### src/rtl/mult_accumulator_if.sv
// Handshake and data bundle between the Booth multiplier environment and the
// multiply-accumulate back end.
interface mult_accumulator_if #(
    parameter int WIDTH     = 8,
    parameter int ACC_WIDTH = 2*WIDTH+8,
    parameter int CNT_WIDTH = 8
);
    logic                        op_valid;
    logic                        op_last;
    logic                        op_ready;
    logic signed [2*WIDTH-1:0]   product;
    logic signed [ACC_WIDTH-1:0] acc_out;
    logic [CNT_WIDTH-1:0]        term_count;
    logic                        overflow;
    logic                        out_valid;
    logic                        out_ready;

    modport master (
        output op_valid, op_last, product, out_ready,
        input  op_ready, acc_out, term_count, overflow, out_valid
    );

    modport slave (
        input  op_valid, op_last, product, out_ready,
        output op_ready, acc_out, term_count, overflow, out_valid
    );
endinterface

### src/rtl/mult_accumulator.sv
// Signed multiply-accumulate back end: tags accepted operand pairs, sums the
// matching multiplier products per frame and presents each frame total.
module mult_accumulator #(
    parameter int WIDTH     = 8,
    parameter int LATENCY   = WIDTH,
    parameter int ACC_WIDTH = 2*WIDTH+8,
    parameter int CNT_WIDTH = 8
) (
    input logic               clk,
    input logic               rst_n,
    mult_accumulator_if.slave bus
);
    typedef enum logic [1:0] {
        ACCUM  = 2'd0,
        DRAIN  = 2'd1,
        RESULT = 2'd2
    } state_t;

    state_t                      state_r;
    logic                        op_ready_r;
    logic                        out_valid_r;
    logic [LATENCY-1:0]          tag_valid_r;
    logic [LATENCY-1:0]          tag_last_r;
    logic signed [ACC_WIDTH-1:0] acc_r;
    logic [CNT_WIDTH-1:0]        cnt_r;
    logic                        ovf_r;

    logic                        accept_s;
    logic                        tag_hit_s;
    logic                        handshake_s;
    logic signed [ACC_WIDTH-1:0] prod_ext_s;
    logic signed [ACC_WIDTH-1:0] sum_s;
    logic                        add_ovf_s;

    assign accept_s    = bus.op_valid & op_ready_r;
    assign tag_hit_s   = tag_valid_r[LATENCY-1];
    assign handshake_s = out_valid_r & bus.out_ready;

    assign bus.op_ready   = op_ready_r;
    assign bus.out_valid  = out_valid_r;
    assign bus.acc_out    = acc_r;
    assign bus.term_count = cnt_r;
    assign bus.overflow   = ovf_r;

    // Sign-extended product, wrapping sum and signed-overflow detection.
    always_comb begin
        prod_ext_s = ACC_WIDTH'(bus.product);
        sum_s      = acc_r + prod_ext_s;
        add_ovf_s  = 1'b0;
        if ((acc_r[ACC_WIDTH-1] == prod_ext_s[ACC_WIDTH-1]) &&
            (sum_s[ACC_WIDTH-1] != acc_r[ACC_WIDTH-1])) begin
            add_ovf_s = 1'b1;
        end else begin
            add_ovf_s = 1'b0;
        end
    end

    // Tag shift register: stage LATENCY-1 lines up with the product it tags.
    always_ff @(posedge clk or negedge rst_n) begin
        if (!rst_n) begin
            tag_valid_r <= {LATENCY{1'b0}};
            tag_last_r  <= {LATENCY{1'b0}};
        end else begin
            for (int i = 1; i < LATENCY; i++) begin
                tag_valid_r[i] <= tag_valid_r[i-1];
                tag_last_r[i]  <= tag_last_r[i-1];
            end
            tag_valid_r[0] <= accept_s;
            tag_last_r[0]  <= accept_s & bus.op_last;
        end
    end

    // Accumulator, saturating term counter and sticky overflow flag.
    always_ff @(posedge clk or negedge rst_n) begin
        if (!rst_n) begin
            acc_r <= {ACC_WIDTH{1'b0}};
            cnt_r <= {CNT_WIDTH{1'b0}};
            ovf_r <= 1'b0;
        end else if (handshake_s) begin
            acc_r <= {ACC_WIDTH{1'b0}};
            cnt_r <= {CNT_WIDTH{1'b0}};
            ovf_r <= 1'b0;
        end else if (tag_hit_s) begin
            acc_r <= sum_s;
            if (cnt_r != {CNT_WIDTH{1'b1}}) begin
                cnt_r <= cnt_r + CNT_WIDTH'(1'b1);
            end
            if (add_ovf_s) begin
                ovf_r <= 1'b1;
            end
        end
    end

    // Frame control FSM with registered op_ready / out_valid.
    always_ff @(posedge clk or negedge rst_n) begin
        if (!rst_n) begin
            state_r     <= ACCUM;
            op_ready_r  <= 1'b1;
            out_valid_r <= 1'b0;
        end else begin
            case (state_r)
                ACCUM: begin
                    if (accept_s && bus.op_last) begin
                        state_r    <= DRAIN;
                        op_ready_r <= 1'b0;
                    end
                end
                DRAIN: begin
                    // In-flight earlier terms drain ahead of the tagged-last one.
                    if (tag_hit_s && tag_last_r[LATENCY-1]) begin
                        state_r     <= RESULT;
                        out_valid_r <= 1'b1;
                    end
                end
                RESULT: begin
                    if (handshake_s) begin
                        state_r     <= ACCUM;
                        out_valid_r <= 1'b0;
                        op_ready_r  <= 1'b1;
                    end
                end
                default: begin
                    state_r     <= ACCUM;
                    op_ready_r  <= 1'b1;
                    out_valid_r <= 1'b0;
                end
            endcase
        end
    end
endmodule

### src/flat_wrapper.sv
// flat-port wrapper written by rule: the top's interface ports become plain ports
module mult_accumulator_flat 
#(
    parameter int WIDTH     = 8,
    parameter int LATENCY   = WIDTH,
    parameter int ACC_WIDTH = 2*WIDTH+8,
    parameter int CNT_WIDTH = 8
)
  (clk, rst_n, bus_op_valid, bus_op_last, bus_product, bus_out_ready, bus_op_ready, bus_acc_out, bus_term_count, bus_overflow, bus_out_valid);
  mult_accumulator_if #(.WIDTH(WIDTH), .ACC_WIDTH(ACC_WIDTH), .CNT_WIDTH(CNT_WIDTH)) bus_i ();
  input logic clk;
  input logic rst_n;
  input wire logic [$bits(bus_i.op_valid)-1:0] bus_op_valid;
  input wire logic [$bits(bus_i.op_last)-1:0] bus_op_last;
  input wire logic [$bits(bus_i.product)-1:0] bus_product;
  input wire logic [$bits(bus_i.out_ready)-1:0] bus_out_ready;
  output wire logic [$bits(bus_i.op_ready)-1:0] bus_op_ready;
  output wire logic [$bits(bus_i.acc_out)-1:0] bus_acc_out;
  output wire logic [$bits(bus_i.term_count)-1:0] bus_term_count;
  output wire logic [$bits(bus_i.overflow)-1:0] bus_overflow;
  output wire logic [$bits(bus_i.out_valid)-1:0] bus_out_valid;
  assign bus_i.op_valid = bus_op_valid;
  assign bus_i.op_last = bus_op_last;
  assign bus_i.product = bus_product;
  assign bus_i.out_ready = bus_out_ready;
  assign bus_op_ready = bus_i.op_ready;
  assign bus_acc_out = bus_i.acc_out;
  assign bus_term_count = bus_i.term_count;
  assign bus_overflow = bus_i.overflow;
  assign bus_out_valid = bus_i.out_valid;
  mult_accumulator #(.WIDTH(WIDTH), .LATENCY(LATENCY), .ACC_WIDTH(ACC_WIDTH), .CNT_WIDTH(CNT_WIDTH)) u_core (.clk(clk), .rst_n(rst_n), .bus(bus_i));
endmodule
### config.mk
export PLATFORM = sky130hd
export DESIGN_NAME = mult_accumulator_flat
export DESIGN_NICKNAME = d
export VERILOG_FILES = /design/src/rtl/mult_accumulator_if.sv /design/src/rtl/mult_accumulator.sv /design/src/flat_wrapper.sv
export SDC_FILE = /design/constraint.sdc
export NUM_CORES = 1
export LEC_CHECK = 0
export ABC_CLOCK_PERIOD_IN_PS = 3300
export CAP_MARGIN = 5
export CELL_PAD_IN_SITES_DETAIL_PLACEMENT = 2
export CELL_PAD_IN_SITES_GLOBAL_PLACEMENT = 2
export CORE_AREA = 3 3 106 108
export CTS_CLUSTER_SIZE = 30
export DETAILED_ROUTE_END_ITERATION = 8
export DIE_AREA = 0 0 109 111
export PLACE_DENSITY_LB_ADDON = 0.05
export SLEW_MARGIN = 20
export SYNTH_ARGS = -nofsm -noshare
export SYNTH_HDL_FRONTEND = slang
export SYNTH_SLANG_ARGS = --single-unit
### constraint.sdc
create_clock -name clk -period 3.3 [get_ports clk]
set_input_delay 0.495 -clock clk [delete_from_list [all_inputs] [get_ports clk]]
set_output_delay 0.495 -clock clk [all_outputs]
set_load 0.005 [all_outputs]
==> results_dict.tcl <==
set metrics [dict create \
    grt_usage_pct 18.0 \
    drc_errors 0 \
    grt_pass1_wl_um 17300 \
    postCtsHoldBufs 0 \
    timing.setup.tns_ns 0 \
    power_density_nw_per_um2 455 \
    fill_cells 1122 \
    hp-class "in -> async" \
    synth_top_cells_by_count "dfrtp_1, nand2_1, nor2_1, a21oi_1, ha_1" \
    drv_cap 0 \
    synth_top_family_by_area "simple AND/OR/NAND/NOR gates" \
    dp.cells 541 \
    die-area_um2 12100 \
    die_w_um 109 \
    synth.area.top_cells "dfrtp_1, ha_1, mux2i_1, a21oi_1, o21ai_0" \
    max-vdd-ir-drop_mv 0.172 \
    reg2reg_from "u_core.bus.acc_out[0]" \
    synthFlopType "dfrtp_1" \
    hold_viol 0 \
    cts_setup_buffers 0 \
    yosys.area.top_type_share_pct 38.3 \
    vias 2984 \
    synth_xor_area_share_pct 4.64 \
    grt_remaining_overflow 0 \
    synthArstFlopShare_pct 100 \
    dp_slack_ns 0.113 \
    die_h_um 111 \
    crit_path_start_kind "input port" \
    diodes 0 \
    rr_worst_depth 9 \
    crit_required_ns 3.55 \
    r2r_slack_ns 0.60 \
    yosysMostFrequentCell "dfrtp_1" \
    wl_per_cell_um 19.2 \
    grt_max_degree 41 \
    setup_viol 0 \
    post-route-min-period_ns 2.87 \
    cts_tree "done" \
    routed_via_density 5.44 \
    synth_nets 399 \
    synthMuxAreaShare_pct 4.12 \
    max_freq_mhz 348 \
    period_share_pct 87.0 \
    arrival_ns 3.12 \
    gp_congestion 0.784 \
    netlist_instances 353 \
    whs_ns 0.175 \
    netlist_area_um2 3400 \
    cts_buffers 5 \
    skew_ns 0.00870 \
    synth_top_cell_by_area "dfrtp_1" \
    postRouteAntennaNets 0 \
    total_power_mw 1.93 \
    status "completed" \
    fin_util_pct 41.0 \
    syn-mean-instance-area_um2 9.63 \
    p_leak_nw 1.84 \
    yosys_warnings 0 \
    synth-adder-area-share_pct 9.42 \
    io_buffers 55 \
    setup_slack_ns 0.428 \
    crit_fanout 9 \
    dpl_cell_area_um2 4140 \
    stdcell_area_um2 4230 \
    ys_seq_elements 53 \
    ys_seq_area_share_pct 39.1 \
    yosys.cell_types.count 64 \
    synth_compound_area_share_pct 19.0 \
    clock-root-buffer "clkbuf_8" \
    clk_pin_slew_ns 0.11 \
    drt_iter0_drc 117 \
    antenna_found_initial 0 \
    crit_path_end_kind "register" \
    tightest_slew_ns 0.734 \
    std_cell_rows 37 \
    dpl.hpwl_um 7750 \
    slew_headroom_pct 50.8 \
    insertion_delay_ns 0.32 \
    ctsHtreeMaxLevel 2 \
    rsz0062_at_grt "false" \
    drv_slew 0 \
    firstDrtPassIters 4 \
    io_pins 56 \
    initial_core_util_pct 32.9 \
    cts.sinks 53 \
    synth_edf_count 0 \
    synthSimpleGateAreaFrac_pct 21.0 \
    layout-drive-gt1-share_pct 9.20 \
    cts_resized 0 \
    grt_pass1_vias 3250 \
    drt_wl_total_um 10500 \
    syn2layout_area_growth_pct 24.5 \
    path_class "in -> reg" \
    coreArea_um2 10300 \
    fin_cells 549 \
    timing.rr.end "u_core.bus.acc_out[20]" \
    nets 458 \
    clk_path_buf_depth 2 \
]
[kinds of logic (layout without fill, tap and decap cells)]
group | after synthesis | in the layout
buf+inv | 22 | 82
xor+xnor | 18 | 18
simple gates | 126 | 126
mux | 14 | 14
flops | 53 | 53
fa+ha+maj | 25 | 25
compound gates | 95 | 95
[flip-flops by register name (all words and copies together), names as in the netlist]
signal and count:
u_core.bus.out_valid 1, u_core.state_r 2, u_core.bus.overflow 1, u_core.tag_valid_r 8, u_core.bus.acc_out 24, u_core.tag_last_r 8
u_core.bus.term_count 8, u_core.bus.op_ready 1
[worst max path at each step]
| stage | startpoint | endpoint | depth (start not counted) |
|---|---|---|---|
| 4_1_cts | bus_product[0] | u_core.bus.acc_out[20] | 10 |
| 6_report | bus_product[15] | u_core.bus.acc_out[23] | 9 |
| 3_5_place_dp | bus_product[0] | u_core.bus.acc_out[20] | 10 |
| 3_3_place_gp | bus_product[0] | u_core.bus.acc_out[20] | 10 |
| 2_1_floorplan | bus_product[0] | u_core.bus.acc_out[14] | 9 |
| 5_1_grt | bus_product[15] | u_core.bus.acc_out[23] | 9 |
[worst max-delay path, cell delays in order]
cell and delay (ns):
clkdlybuf4s50_1 0.72, ha_1 0.37, o21ai_0 0.32, o21ai_1 0.14, a31oi_2 0.27, xnor2_1 0.17
mux2i_1 0.12, or3_1 0.37, a21oi_1 0.15
[layout by cell type, fill, tap and decap left out, types with 3 or more instances in the layout]
cell type and n:
and3_1 4, buf_4 11, a211oi_1 4, nor3_1 7, inv_1 7, xnor2_1 10, nor4b_1 4, xor2_1 8
nor2_1 27, dfrtp_1 52, mux2i_1 14, or3_1 6, o21ai_2 3, nand2_1 27, nand4b_1 7, clkbuf_8 6
a21oi_1 26, a21o_1 9, clkdlybuf4s50_1 54, o211ai_1 3, ha_1 24, and2_1 3, nor3b_1 3, nand4_1 7
nand3_1 15, a31oi_1 4, o21ai_0 21
[final cells by class]
type,count,area [um^2],share of cell area (%)
Multi-Input combinational cell,278,1980,46.7
Sequential cell,53,1330,31.4
Timing Repair Buffer,66,628,14.8
Tap cell,136,170,4.02
Clock buffer,6,82.6,1.95
Inverter,8,30.0,0.709
Clock inverter,2,16.3,0.384
[routing by layer]
metal / vias to the layer above / GRT usage, % / wire, um
li1: 1427 / - / -
met1: 1508 / 25.6 / 5170
met2: 43 / 28.9 / 4940
met3: 6 / 3.03 / 325
met4: 0 / 3.37 / 90
met5: - / 0 / 0
[power by group]
part | leakage, nW | switching [mW] | internal, mW
Sequential | 0.730 | 0.0764 | 0.716
Clock | 0.0478 | 0.243 | 0.174
Combinational | 1.07 | 0.371 | 0.346
Power figures use the tool's default switching activity.
